**src/rtl/pipeline_ctrl_pkg.sv**
```systemverilog
// Shared types for the pipeline stall/flush controller: FSM states and the stall/flush bundle.
// Types and constants only; no latency or backpressure of its own.
package pipeline_ctrl_pkg;

  localparam int DIV_CYCLES_DEFAULT = 32;

  typedef enum logic [1:0] {
    RUN   = 2'd0,
    DIV   = 2'd1,
    DRAIN = 2'd2
  } pipe_ctrl_state_t;

  typedef struct packed {
    logic stallF;
    logic stallD;
    logic stallE;
    logic stallM;
    logic flushD;
    logic flushE;
    logic flushM;
    logic flushW;
  } stall_flush_t;

endpackage

```
**src/rtl/pipeline_ctrl_div_stall_counter.sv**
```systemverilog
// Divide stall counter: load to DIV_CYCLES-1, decrement to a saturating zero, clear on exception.
// One cycle from load to busy; never blocks, clear beats load beats decrement.
module pipeline_ctrl_div_stall_counter #(
  parameter int DIV_CYCLES = 32,
  parameter int CNT_W      = $clog2(DIV_CYCLES)
) (
  input  logic clk,
  input  logic rst,
  input  logic clr_i,
  input  logic load_i,
  input  logic dec_i,
  output logic busy_o,
  output logic done_o
);

  logic [CNT_W-1:0] cnt_q, cnt_d;

  always_comb begin
    cnt_d = cnt_q;
    if (clr_i) begin
      cnt_d = '0;
    end else if (load_i) begin
      cnt_d = CNT_W'(DIV_CYCLES - 1);
    end else if (dec_i && (cnt_q != '0)) begin
      cnt_d = cnt_q - CNT_W'(1);
    end
  end

  always_ff @(posedge clk or negedge rst) begin
    if (!rst) begin
      cnt_q <= '0;
    end else begin
      cnt_q <= cnt_d;
    end
  end

  assign busy_o = (cnt_q != '0);
  assign done_o = (cnt_q == '0);

endmodule

```
**src/rtl/pipeline_ctrl.sv**
```systemverilog
// Pipeline stall/flush generator: fetch/data waits, load-use, multi-cycle divide, M-stage exceptions.
// Outputs are combinational from state and inputs (zero latency); all outputs read 0 in reset.
module pipeline_ctrl
  import pipeline_ctrl_pkg::*;
#(
  parameter int DIV_CYCLES = DIV_CYCLES_DEFAULT,
  parameter int CNT_W      = $clog2(DIV_CYCLES)
) (
  input  logic         clk,
  input  logic         rst,
  input  logic         i_stall_req,
  input  logic         d_stall_req,
  input  logic         lu_hazardD,
  input  logic         div_startE,
  input  logic         exc_M,
  output stall_flush_t stall_flush,
  output logic         exc_redirect,
  output logic         div_busy,
  output logic         div_cancel
);

  pipe_ctrl_state_t state_q, state_d;
  stall_flush_t     sf_c;
  logic             redir_c, busy_c, cancel_c;
  logic             exc_take, div_act, cnt_busy, cnt_done;

  // An exception waits for the M-stage data access and never re-enters during a drain.
  assign exc_take = exc_M && !d_stall_req && (state_q != DRAIN);
  assign div_act  = ((state_q == RUN) && div_startE) || ((state_q == DIV) && cnt_busy);

  pipeline_ctrl_div_stall_counter #(
    .DIV_CYCLES(DIV_CYCLES),
    .CNT_W     (CNT_W)
  ) u_div_cnt (
    .clk   (clk),
    .rst   (rst),
    .clr_i (exc_take),
    .load_i((state_q == RUN) && div_startE),
    .dec_i (state_q == DIV),
    .busy_o(cnt_busy),
    .done_o(cnt_done)
  );

  always_comb begin
    state_d = state_q;
    if (exc_take) begin
      state_d = i_stall_req ? DRAIN : RUN;
    end else begin
      case (state_q)
        RUN:     if (div_startE) state_d = DIV;
        DIV:     if (cnt_done && !d_stall_req) state_d = RUN;
        DRAIN:   if (!i_stall_req) state_d = RUN;
        default: state_d = RUN;
      endcase
    end
  end

  always_ff @(posedge clk or negedge rst) begin
    if (!rst) begin
      state_q <= RUN;
    end else begin
      state_q <= state_d;
    end
  end

  always_comb begin
    sf_c     = '0;
    redir_c  = 1'b0;
    busy_c   = 1'b0;
    cancel_c = 1'b0;
    if (exc_take) begin
      sf_c.flushD = 1'b1;
      sf_c.flushE = 1'b1;
      sf_c.flushM = 1'b1;
      cancel_c    = (state_q == DIV) || div_startE;
      sf_c.stallF = i_stall_req;
      redir_c     = !i_stall_req;
    end else if (state_q == DRAIN) begin
      // Kill whatever the in-flight fetch returns, redirect once it is gone.
      sf_c.flushD = 1'b1;
      sf_c.stallF = i_stall_req;
      redir_c     = !i_stall_req;
    end else if (d_stall_req) begin
      sf_c.stallF = 1'b1;
      sf_c.stallD = 1'b1;
      sf_c.stallE = 1'b1;
      sf_c.stallM = 1'b1;
      sf_c.flushW = 1'b1;
    end else if (div_act) begin
      sf_c.stallF = 1'b1;
      sf_c.stallD = 1'b1;
      sf_c.stallE = 1'b1;
      sf_c.flushM = 1'b1;
      busy_c      = 1'b1;
    end else if (lu_hazardD) begin
      sf_c.stallF = 1'b1;
      sf_c.stallD = 1'b1;
      sf_c.flushE = 1'b1;
    end else if (i_stall_req) begin
      sf_c.stallF = 1'b1;
      sf_c.flushD = 1'b1;
    end
  end

  assign stall_flush  = rst ? sf_c : '0;
  assign exc_redirect = rst && redir_c;
  assign div_busy     = rst && busy_c;
  assign div_cancel   = rst && cancel_c;

endmodule

```
**config.mk**
```make
export PLATFORM = sky130hd
export DESIGN_NAME = pipeline_ctrl
export DESIGN_NICKNAME = d
export VERILOG_FILES = /design/src/rtl/pipeline_ctrl_pkg.sv /design/src/rtl/pipeline_ctrl_div_stall_counter.sv /design/src/rtl/pipeline_ctrl.sv
export SDC_FILE = /design/constraint.sdc
export NUM_CORES = 1
export LEC_CHECK = 0
export ABC_AREA = 0
export CELL_PAD_IN_SITES_DETAIL_PLACEMENT = 2
export CELL_PAD_IN_SITES_GLOBAL_PLACEMENT = 2
export CORE_UTILIZATION = 36
export DETAILED_ROUTE_END_ITERATION = 10
export DONT_BUFFER_PORTS = 1
export PLACE_DENSITY = 0.8
export SLEW_MARGIN = 20
export SYNTH_ARGS = -nofsm -noshare
export SYNTH_HDL_FRONTEND = slang
export SYNTH_SLANG_ARGS = --single-unit
```
**constraint.sdc**
```tcl
create_clock -name clk -period 3.59 [get_ports clk]
set_input_delay 0.5385 -clock clk [delete_from_list [all_inputs] [get_ports clk]]
set_output_delay 0.5385 -clock clk [all_outputs]
set_load 0.03 [all_outputs]
```
# Word level (Yosys, flattened, before mapping)
# Cells that the tools add are included.
[totals] register_bits=7 input_bits=7 out_inout_bits=11 elab_cells=60
[classes] add_sub_neg=1 eq_ne=6 n_mux=34 reduce_logical=17
[op_table] cell="3-bit 2-to-1 mux" n=6
[op_table] cell="1-bit 2-to-1 mux" n=16
[op_table] cell="5-bit 2-to-1 mux" n=3
[op_table] cell="2-bit 2-to-1 mux" n=7
[op_table] cell="3-bit != test (second input constant)" n=3
[op_table] cell="1-bit logical AND" n=8
[op_table] cell="8-bit 2-to-1 mux" n=1
[op_table] cell="2-bit one-hot mux with 3 select lines" n=1
[op_table] cell="5-bit zero test" n=1
[op_table] cell="5-bit nonzero test" n=1
[op_table] cell="5-bit by 1-bit subtractor with 5-bit output (second input constant)" n=1
[op_table] cell="3-bit AND reduction" n=1
[op_table] cell="3-bit nonzero test" n=1
[op_table] cell="2-bit by 1-bit equality test with 1-bit output (second input constant)" n=1
[op_table] cell="2-bit equality test (second input constant)" n=1
[op_table] cell="1-bit zero test" n=2
[op_table] cell="2-bit zero test" n=1
[op_table] cell="1-bit logical OR" n=2
[op_table] cell="2-bit != test (second input constant)" n=1

# Logic depth before layout (Yosys ltp)
[logic_depth] ltp_word=8 depth_mapped=5 ltp_nobuf=5

# Modules after synthesis
# From an unflattened synthesis, not the netlist that was laid out.
[unflattened] hier_cells=64 hier_area_um2=554.3
[by_module_without_submodules] mod="pipeline_ctrl_div_stall_counter" n_inst=1 cells_each=29 area_per_inst_um2=284.0 seq_area_each_um2=125.1
[by_module_without_submodules] mod="pipeline_ctrl" n_inst=1 cells_each=35 area_per_inst_um2=270.3 seq_area_each_um2=50.0

# Worst setup path before layout
# Ideal clock, no wire load.
[synth_timing] path_type="input-to-output" from="input d_stall_req" to="output div_busy" arrival_ps=1998 t_required_ps=3052 path_slack_ps=1054 stages=4 path_buffers=1 path_cell_list="clkbuf_1 > nand2b_1 > nor2_1 > nor4_1"
[synth_between] elab_chain_len=5 elab_cells_between_ends=7 classes_between="mux (3); reduce/logical (4)"
[synth_lines] item="from (decl)" line_no="pipeline_ctrl.sv:12" source="input logic d_stall_req,"
[synth_lines] item="1-bit zero test" line_no="pipeline_ctrl.sv:28" source="assign exc_take = exc_M && !d_stall_req && (state_q != DRAIN);"
[synth_lines] item="1-bit logical AND (2 in series)" line_no="pipeline_ctrl.sv:28"
[synth_lines] item="1-bit 2-to-1 mux (*)" line_no="pipeline_ctrl.sv:71" source="if (exc_take) begin"
[synth_lines] item="1-bit logical AND (*)" line_no="pipeline_ctrl.sv:107" source="assign div_busy = rst && busy_c;"
[synth_lines] item="to (decl)" line_no="pipeline_ctrl.sv:18" source="output logic div_busy,"
# Every way passes the cells marked *; elsewhere a longest branch is shown, timed or not.

==> results.toml <==
[run_status]
status = "complete, no violations"

[setup_path]
reg2reg_from = "u_div_cnt.cnt_q[0]"
crit_arrival_ps = 2070
crit_required_ps = 3050
worstSetupStartpointType = "flop"
crit_chain = "inv_1 -> ha_1 -> or4b_4 -> a21oi_4 -> a41o_1"
r2r_cells = 5
crit_fanout = 6
reg2reg_to = "u_div_cnt.cnt_q[1]"
cpMaxStageDelayCell = "or4b_4"
rrSetupSlack_ps = 1890
end_kind = "primary output"
max_stage_delay_ps = 520
critPathKind = "reg -> out"

[placement]
hpwl_mm = 1.281
dpl_cell_area_um2 = 610.6
gp_congestion = 0.7972
io_buffers = 0

[detailed_routing]
drc = 0
wl_mm = 1.865
drt_iter0_markers = 12
wire_per_inst_um = 21.44
viasPerCell = 6.540
first_pass_iters = 4
via_count = 569
drtAntennaViolNets = 0

[timing]
period_share = 0.7261
tns_ps = 0
fin_crit_ps = 2607
clock_skew_ps = 3.971
worst_slew_pin_slew_ps = 973.2
fmax_mhz = 383.6
final_hold_viol_count = 0
slew_violations = 0
rsz0062_at_grt = "no"
setup_viol = 0
max_slew_margin = 0.3473

[yosys]
mappedNetlistArea_um2 = 565.5
yosysWarnings = 0
ys_ff_latch = 7
syn-num-nets = 72
ys_seq_area_frac = 0.3097
syn_area_per_cell_um2 = 8.837
synth-main-ff-cell = "dfrtp_1"
synthCells = 64
synth_edf_count = 0
async_reset_ff_frac = 1.000
ys_types = 32

[floorplan]
pin_count = 18
die_area_um2 = 1733
die_h_um = 41.64
die_w_um = 41.64
start_util = 0.4090
core.rowCount = 13
core-area_um2 = 1383

[finish]
multi_input_area_um2 = 360.3
seq_area_um2 = 175.2
diodes = 0
layout-drive-gt1-share = 0.2361
fill_cells = 158
finish.instance_area_um2 = 648.1
area_growth_pct = 14.60
nNetsFinal = 81

[global_routing]
grt_pass1_vias = 605
grt_max_degree = 10
antenna_found_initial = 0
gr-total-overflow = 0
grt_pass1_wl_mm = 3.139
track_usage = 0.2403

[power_and_ir_drop]
p_per_area_nw_per_um2 = 571.5
ir_worst_vdd_mv = 0.2820
pwr-share-seq = 0.379
pwr-share-comb = 0.409
sw_frac_of_total = 0.4413
totalPowerFinal_w = 0.0003704
p_int_w = 0.0002069
cellLeakagePower_nw = 0.2725
p_switching_w = 0.0001634
clkPwrFrac = 0.212

[hold_path]
hold_class = "in -> reg"
holdPathEnd = "state_q[1]"
hp-start = "i_stall_req"
min_path_cells = 1

[clock_tree]
h-tree-depth = 1
cts_tree = "yes"
path_clk_slew_ps = 70
cts-resized-gates = 0
clkSinkCount = 7
root_buffer = "clkbuf_4"
clockBufferDepth = 2
clock_latency_ps = 260
post_cts_buffers = 0
cts_buffers = 3

[flow_run]
maxCapViolCount = 0
[cell usage after synthesis (all sizes together) (2+ instances only)]
library cell  number  share of area
a211oi            10           0.13
a21oi              7          0.082
dfrtp              7           0.31
inv                5          0.033
nor3               4          0.035
nand2b             3          0.033
nor2               3          0.020
and3               2          0.024
nand2              2          0.013
[registers in the layout (all words and copies together), names as in the netlist]
name             flops
state_q              2
u_div_cnt.cnt_q      5
[cell usage in the layout, fill, tap and decap left out, types with 2 or more instances in the layout]
master and count:
nand2_1 2, a21oi_1 6, a211oi_1 10, inv_1 5
nor3_1 4, nor2_1 3, buf_4 5, clkbuf_4 3
dfrtp_1 7, nand2b_1 3
[metal layers]
layer  global-route usage  share of wire  up-vias
li1                     -              -      267
met4              0.05806              0        0
met2               0.3688           0.46       15
met3              0.04348          0.032        0
met5                    0              0        -
met1               0.3468           0.51      287
[power groups by stage]
stage               sequential [W]   clock, W  combinational, W
global placement          0.000137          0          0.000140
detailed placement        0.000140          0          0.000144
finish                    0.000140  0.0000785          0.000151
global route              0.000144  0.0000836          0.000167
CTS                       0.000139  0.0000804          0.000151
floorplan                 0.000130          0          0.000117
[area by class of cell]
class                           count  area share
Clock inverter                      1    0.007722
Multi-Input combinational cell     50      0.5560
Clock buffer                        3     0.03475
Timing Repair Buffer                6     0.07336
Tap cell                           15     0.02896
Sequential cell                     7      0.2703
Inverter                            5     0.02896
[through the flow]
stage / utilization / worst slack, ps / instances / hold WS, ps
after floorplan: - / 1054 / 64 / 242.9
after global placement: 0.4416 / 1292 / 82 / 243.2
after CTS: 0.4688 / 969.9 / 87 / 433.0
after detailed placement: 0.4416 / 1276 / 82 / 243.2
after global routing: 0.4688 / 896.7 / 87 / 443.4
final: 0.4688 / 983.4 / 87 / 425.5
[worst max-delay path, delay by kind of cell (launching register included)]
kind / cells / cell delay, ps
adders and majority gates: 1 / 190
buffers and inverters: 1 / 70
AOI/OAI and AO/OA: 2 / 620
DFF: 1 / 410
and+or+nand+nor: 1 / 520
[cells by family (layout without fill, tap and decap cells)]
family / after synthesis / count (layout) / share of synthesized area
AND/OR/NAND/NOR: 25 / 25 / 0.2987
buffers and inverters: 7 / 15 / 0.05310
flip-flops: 7 / 7 / 0.3097
AO/OA/AOI/OAI: 24 / 24 / 0.3164
adder cells (fa/ha/maj): 1 / 1 / 0.02212
[worst max path at each step]
| stage | start | to | cells past startpoint |
|---|---|---|---|
| floorplan | d_stall_req | div_busy | 4 |
| global route | u_div_cnt.cnt_q[0] | stall_flush[2] | 6 |
| global placement | u_div_cnt.cnt_q[0] | stall_flush[3] | 5 |
| detailed placement | u_div_cnt.cnt_q[0] | stall_flush[3] | 5 |
| CTS | u_div_cnt.cnt_q[0] | stall_flush[3] | 5 |
| finish | u_div_cnt.cnt_q[0] | stall_flush[3] | 5 |
[timing repair]
action | 4_1_cts | 5_1_grt
hold buffers | 1 | 0
hold endpoints to repair | 7 | 0
setup endpoints to repair | 0 | 0
(Power assumes the default switching activity.)
